## src/rtl/pwm_duty_ramp.sv

```systemverilog
`default_nettype none
// ============================================================================
// pwm_duty_ramp : synchronised, optionally debounced (DUTY_RAMP_DEBOUNCE_EN),
//                 slew-limited duty setpoint for the PWM generator.
// Revision      : 1.0
// ============================================================================
module pwm_duty_ramp #(
   parameter int DBITS        = 4,
   parameter int DEB_CYCLES   = 16,
   parameter int STEP_PERIODS = 2
) (
   input  logic             clk,
   input  logic             rst_n,
   input  logic [DBITS-1:0] sw,
   input  logic             period_wrap,
   output logic [DBITS-1:0] duty,
   output logic             duty_valid,
   output logic             ramping,
   output logic             at_target
);

   localparam logic [7:0]       SCNT_LAST = 8'(STEP_PERIODS - 1);
   localparam logic [DBITS-1:0] DUTY_ONE  = DBITS'(1);

   typedef enum logic [0:0] {
      ST_IDLE = 1'b0,
      ST_RAMP = 1'b1
   } state_t;

   logic [DBITS-1:0] sync1_q;
   logic [DBITS-1:0] sync2_q;
   logic [DBITS-1:0] target_q, target_d;
   logic [DBITS-1:0] duty_q, duty_d;
   logic [7:0]       scnt_q, scnt_d;
   logic             dv_q, dv_d;
   logic             ramping_q;
   logic             at_target_q;
   state_t           state_q, state_d;

   if ((DEB_CYCLES < 2) || (DEB_CYCLES > 65535) ||
       (STEP_PERIODS < 1) || (STEP_PERIODS > 255)) begin : g_bad_cfg
      $error("pwm_duty_ramp: DEB_CYCLES or STEP_PERIODS out of range");
   end

   always_ff @(posedge clk) begin
      if (!rst_n) begin
         sync1_q <= '0;
         sync2_q <= '0;
      end else begin
         sync1_q <= sw;
         sync2_q <= sync1_q;
      end
   end

`ifdef DUTY_RAMP_DEBOUNCE_EN
   localparam logic [15:0] DCNT_LAST = 16'(DEB_CYCLES - 1);

   logic [DBITS-1:0] cand_q, cand_d;
   logic [15:0]      dcnt_q, dcnt_d;

   // Any wiggle restarts the count; a stable candidate is promoted once.
   always_comb begin
      cand_d   = cand_q;
      dcnt_d   = dcnt_q;
      target_d = target_q;
      if (sync2_q != cand_q) begin
         cand_d = sync2_q;
         dcnt_d = '0;
      end else if (dcnt_q == DCNT_LAST) begin
         if (cand_q != target_q) begin
            target_d = cand_q;
         end
      end else begin
         dcnt_d = dcnt_q + 16'd1;
      end
   end

   always_ff @(posedge clk) begin
      if (!rst_n) begin
         cand_q <= '0;
         dcnt_q <= '0;
      end else begin
         cand_q <= cand_d;
         dcnt_q <= dcnt_d;
      end
   end
`else
   always_comb begin
      target_d = sync2_q;
   end
`endif

   always_ff @(posedge clk) begin
      if (!rst_n) begin
         target_q <= '0;
      end else begin
         target_q <= target_d;
      end
   end

   // Steps read target_q, so a same-cycle target update applies to the next step.
   always_comb begin
      state_d = state_q;
      duty_d  = duty_q;
      scnt_d  = scnt_q;
      dv_d    = 1'b0;
      case (state_q)
         ST_IDLE: begin
            scnt_d = '0;
            if (target_q != duty_q) begin
               state_d = ST_RAMP;
            end
         end
         ST_RAMP: begin
            if (target_q == duty_q) begin
               state_d = ST_IDLE;
               scnt_d  = '0;
            end else if (period_wrap) begin
               if (scnt_q == SCNT_LAST) begin
                  scnt_d = '0;
                  dv_d   = 1'b1;
                  duty_d = (target_q > duty_q) ? (duty_q + DUTY_ONE)
                                               : (duty_q - DUTY_ONE);
                  if (duty_d == target_q) begin
                     state_d = ST_IDLE;
                  end
               end else begin
                  scnt_d = scnt_q + 8'd1;
               end
            end
         end
         default: begin
            state_d = ST_IDLE;
            scnt_d  = '0;
         end
      endcase
   end

   always_ff @(posedge clk) begin
      if (!rst_n) begin
         state_q     <= ST_IDLE;
         duty_q      <= '0;
         scnt_q      <= '0;
         dv_q        <= 1'b0;
         ramping_q   <= 1'b0;
         at_target_q <= 1'b1;
      end else begin
         state_q     <= state_d;
         duty_q      <= duty_d;
         scnt_q      <= scnt_d;
         dv_q        <= dv_d;
         ramping_q   <= (state_d == ST_RAMP);
         at_target_q <= (state_d == ST_IDLE);
      end
   end

   assign duty       = duty_q;
   assign duty_valid = dv_q;
   assign ramping    = ramping_q;
   assign at_target  = at_target_q;

endmodule
`default_nettype wire

```

## config.mk

```make
export PLATFORM = sky130hd
export DESIGN_NAME = pwm_duty_ramp
export DESIGN_NICKNAME = d
export VERILOG_FILES = /design/src/rtl/pwm_duty_ramp.sv
export SDC_FILE = /design/constraint.sdc
export NUM_CORES = 1
export LEC_CHECK = 0
export CORE_MARGIN = 8
export CORE_UTILIZATION = 31
export CTS_CLUSTER_DIAMETER = 60
export DETAILED_ROUTE_END_ITERATION = 16
export PLACE_DENSITY = 0.51
export SKIP_LAST_GASP = 1
export SLEW_MARGIN = 20
export SYNTH_ARGS = -nofsm -noshare
export SYNTH_HDL_FRONTEND = slang
export SYNTH_SLANG_ARGS = --single-unit
```

## constraint.sdc

```tcl
create_clock -name clk -period 2.7 [get_ports clk]
set_input_delay 0.54 -clock clk [delete_from_list [all_inputs] [get_ports clk]]
set_output_delay 0.54 -clock clk [all_outputs]
set_load 0.01 [all_outputs]
```

# After elaboration in Yosys (flattened, before gate mapping)
# Index checks and enable logic that the tools add are counted.
# classes
n_reduce_logical	2
n_eq_ne	5
bitwise	5
add_sub_neg	3
mux	12
order_cmp	1
# op_table
op	n
$mux 8	3
$pmux 8 s2	1
$add 8x1->8 const B	1
$eq 4x4->1	2
$eq 8x1->1 const B	1
$mux 1	6
$not 1->1	5
$add 4x1->4 const B	1
$gt 4x4->1	1
$mux 4	1
$ne 4x4->1	1
$reduce_and 4->1	1
$reduce_or 4->1	1
$sub 4x1->4 const B	1
$ne 3x2->1 const B	1
$pmux 1 s2	1
# totals
reg_bits	27
output_inout_bits	7
in_bits	7
wordCells	36

# Longest topological paths before layout
# depth
word_depth	9
ltp_mapped	13
ltp_nobuf	13

# Worst setup path before layout
# OpenSTA, ideal clock, no wires.
# synth_timing
path_kind	reg2reg
startpoint	reg duty_q[1] (netlist: duty[1])
endpoint	reg state_q
period_less_slack_ns	2.663
setup_slack_ns	0.037
setup_time_ns	0.120
n_path_buf	0
arrival_time_ns	2.544
path_stages_with_launch	14
t_required_ns	2.580
cell_sequence	dfxtp_1 > inv_1 > ha_1 > nor2b_1 > o211ai_1 > a21boi_4 > inv_1 > ha_1 > a21o_1 > a21oi_1 > xnor2_1 > xnor2_1 > xor2_1 > o31a_1
# synth_between
elab_chain_cells	8
word_cells_on_any_way	13
cone_classes	add/sub: 2; order compare: 1; eq/ne: 3; mux: 7
# synth_rtl
item	line_no	source
from (decl)	33	logic [DBITS-1:0] duty_q, duty_d;
from (signal assigned)	149	duty_q <= duty_d;
$sub 4x1->4 (tied with other cells)	123	: (duty_q - DUTY_ONE);
$mux 4	122	duty_d = (target_q > duty_q) ? (duty_q + DUTY_ONE)
$eq 4x4->1	124	if (duty_d == target_q) begin
$mux 1	124	
$mux 1	119	if (scnt_q == SCNT_LAST) begin
$mux 1	118	end else if (period_wrap) begin
$mux 1	115	if (target_q == duty_q) begin
$pmux 1 s2 (*)	107	case (state_q)
to (signal assigned)	148	state_q <= state_d;
to (decl)	38	state_t state_q, state_d;
# Mark *: on every way between the ends. The rest lies on a longest branch, timed or not.
# A chain may end at the register's enable or synchronous reset.

# Worst setup path in the final report
# Same ends and word-level chain as after synthesis.

==> reports/metrics.cfg <==
[setup_path]
reg2reg_to = state_q
critPathLaunch = duty[1]
cp_max_fo = 2
arrival_ps = 2720
required_ps = 2870
critPathCaptureType = register
critPathCapture = state_q
cp-start-kind = register
path_cells = inv_2, ha_4, nor2b_2, o211ai_1, a21boi_4, buf_4, fa_1, xnor2_2, xnor2_1, nand4b_1, o31a_1
r2r-start = duty[1]
slowest_stage = fa_1
worst-r2r-cell-count = 11
r2r_slack_ps = 140
slowest_delay_ps = 410
path_class = register to register

[sta]
period_share_pct = 94.7
clock-skew-final_ps = 4.21
setup_violations = 0
period_needed_ps = 2560
slew_violations = 0
timing.fmax_mhz = 391
slew_headroom_pct = 52.4
worst_pin_slew_ps = 712
hold-worst-slack_ps = 440
hold_viol = 0

[floorplanning]
die_x_um = 79.7
rows = 23
die-area_um2 = 6360
coreArea_um2 = 3940
die_h_um = 79.7
io_pins = 14
start_util_pct = 31.9

[pwr]
vdd_drop_max_mv = 0.230
power_density_nw_per_um2 = 457
p_leak_uw = 0.000583

[global_route]
antenna_found_initial = 0
gr-total-overflow = 0
grt_max_degree = 27
grt_pass1_vias = 917
grtUsageTotal_pct = 7.67
grt_pass1_wl_um = 3950

[synthesis]
synthCells = 129
syn_avg_cell_area_um2 = 9.76
synth_seq_area_share_pct = 42.9
syn_area_um2 = 1260
synth_cell_types = 34
syn_nets = 145
synth_seq_cells = 27
yosysWarnings = 0

[clocking]
cts_buffers = 3
h-tree-depth = 1
hold_buffers = 0
clk_transition_reported_paths_ps = 100
clk_latency_ps = 270
cts.sinks = 27
cts_tree = yes
root_buffer = clkbuf_8
max-clock-path-buffers = 2

[final_layout]
seq_area_um2 = 544
drive_gt1_share_pct = 15.0
area_delta_synth_final_pct = 22.6
multi_input_area_um2 = 699
final_area_um2 = 1540
nets = 164
final.fill_count = 394
num_antenna_cells = 0

[status]
outcome = complete, no violations

[route]
routed_wl_um = 2270
drc = 0
first_pass_iters = 4
vias = 937
detail_route.vias_per_cell = 4.76
drt_iter0_markers = 31
antenna_left = 0
wl_per_cell_um = 11.5

[placement]
dp_hpwl_um = 1690
place_congestion = 0.825
numPortBuffers = 13
placed_area_um2 = 1460

[worst_hold_path]
min_path_type = register to register

[run]
drv_cap = 0

-- layout make-up --
class	instances	share of cell area (%)
Multi-Input combinational cell	92	45.3
Sequential cell	27	35.3
Timing Repair Buffer	17	10.4
Tap cell	50	4.06
Clock buffer	3	2.68
Inverter	7	1.70
Clock inverter	1	0.568
-- layout by cell type, fill, tap and decap left out, drive strengths merged --
cell and count:
dfxtp 27, and2 15, clkdlybuf4s50 13, nor2b 10
a21oi 8, ha 8, inv 8, o21ai 7
xnor2 5, nand2 4, nor3b 4, buf 4
nor2 4, a21boi 4, and3 3, nand3 3
clkbuf 3, or3 2, xor2 2, nand4 2
o211ai 1, nor4b 1, nor3 1, or2 1
a21o 1, nand4b 1, o31ai 1, o31a 1
mux2i 1, o211a 1, fa 1
-- worst min path at each step --
stage / start / to / depth (start not counted)
final: sync1_q[3] / sync2_q[3] / 1
after global routing: sync2_q[2] / target_q[2] / 1
after CTS: sync1_q[2] / sync2_q[2] / 1
after detailed placement: sync1_q[2] / sync2_q[2] / 1
after global placement: sync1_q[2] / sync2_q[2] / 1
after floorplan: sync1_q[0] / sync2_q[0] / 1
-- cells by family after synthesis --
logic type	share of synthesized area, %
buf+inv	3.58
simple gates	25.7
flops	42.9
compound gates	12.5
xor+xnor	4.87
fa+ha+maj	9.54
mux	0.795
-- through the flow --
| stage | setup slack, ps | std cells | TNS [ps] | util (%) | power (uW) |
|---|---|---|---|---|---|
| floorplan | 36.7 | 129 | 0 | - | 453 |
| global placement | 104 | 192 | 0 | 36.9 | 474 |
| detailed placement | -7.78 | 192 | -7.78 | 36.9 | 476 |
| CTS | 1.95 | 197 | 0 | 38.5 | 717 |
| global route | -3.78 | 197 | -3.78 | 39.1 | 742 |
| finish | 143 | 197 | 0 | 39.1 | 705 |
-- registers in the layout (all words and copies together), names as in the netlist --
| register | count |
|---|---|
| sync2_q | 4 |
| duty | 4 |
| duty_valid | 1 |
| scnt_q | 8 |
| target_q | 4 |
| at_target | 1 |
| state_q | 1 |
| sync1_q | 4 |
-- critical path: cells and delay by family (launching register included) --
| kind | cells | cell delay (ps) |
|---|---|---|
| buffers and inverters | 2 | 240 |
| AND/OR/NAND/NOR | 2 | 290 |
| adder cells (fa/ha/maj) | 2 | 610 |
| XOR/XNOR | 2 | 340 |
| flip-flops | 1 | 340 |
| AO/OA/AOI/OAI | 3 | 650 |
-- per-layer routing --
| metal | wire length (um) | up-vias | track usage [%] |
|---|---|---|---|
| li1 | - | 474 | - |
| met1 | 1090 | 453 | 8.71 |
| met2 | 1090 | 8 | 13.0 |
| met3 | 63 | 2 | 2.03 |
| met4 | 22 | 0 | 3.52 |
| met5 | 0 | - | 0 |
-- Yosys cell counts --
| cell type | count | area [um^2] |
|---|---|---|
| o211ai_1 | 1 | 7.51 |
| nand2_1 | 4 | 15.0 |
| nor2_4 | 1 | 11.3 |
| nor3b_1 | 4 | 30.0 |
| dfxtp_1 | 27 | 541 |
| nand4_1 | 1 | 6.26 |
| fa_1 | 1 | 20.0 |
| o21ai_0 | 7 | 35.0 |
| nor2b_1 | 10 | 62.6 |
| a21boi_4 | 1 | 18.8 |
| o211a_1 | 1 | 10.0 |
| nand4b_1 | 1 | 8.76 |
| or2_2 | 1 | 6.26 |
| and2_1 | 15 | 93.8 |
| xnor2_1 | 5 | 43.8 |
| a21boi_1 | 2 | 15.0 |
| or3_1 | 2 | 12.5 |
| mux2i_1 | 1 | 10.0 |
| o31a_1 | 1 | 8.76 |
| nand4_2 | 1 | 12.5 |
| a21o_1 | 1 | 7.51 |
| a21oi_1 | 8 | 40.0 |
| and3_1 | 3 | 18.8 |
| inv_1 | 7 | 26.3 |
| nor3_1 | 1 | 5.00 |
| ha_1 | 8 | 100 |
| nor2_1 | 3 | 11.3 |
| xor2_1 | 2 | 17.5 |
| clkbuf_1 | 2 | 7.51 |
| a21boi_0 | 1 | 7.51 |
| buf_6 | 1 | 11.3 |
| nor4b_2 | 1 | 15.0 |
| nand3_1 | 3 | 15.0 |
| o31ai_1 | 1 | 7.51 |
-- power breakdown --
group	total (uW)	switching, uW	leakage (uW)	internal (uW)
clock network	235	127	0.0000261	108
registers	410	3.58	0.000221	407
logic	59.7	26.2	0.000335	33.5
total	705	157	0.000583	548
-- timing repair --
item                                    4_1_cts  5_1_grt
pin swaps                                     4        9
resized for setup                             2        7
endpoints found under the setup margin        1        3
buffers inserted                              1        0
Note: power is estimated with default switching activity, not from simulation.
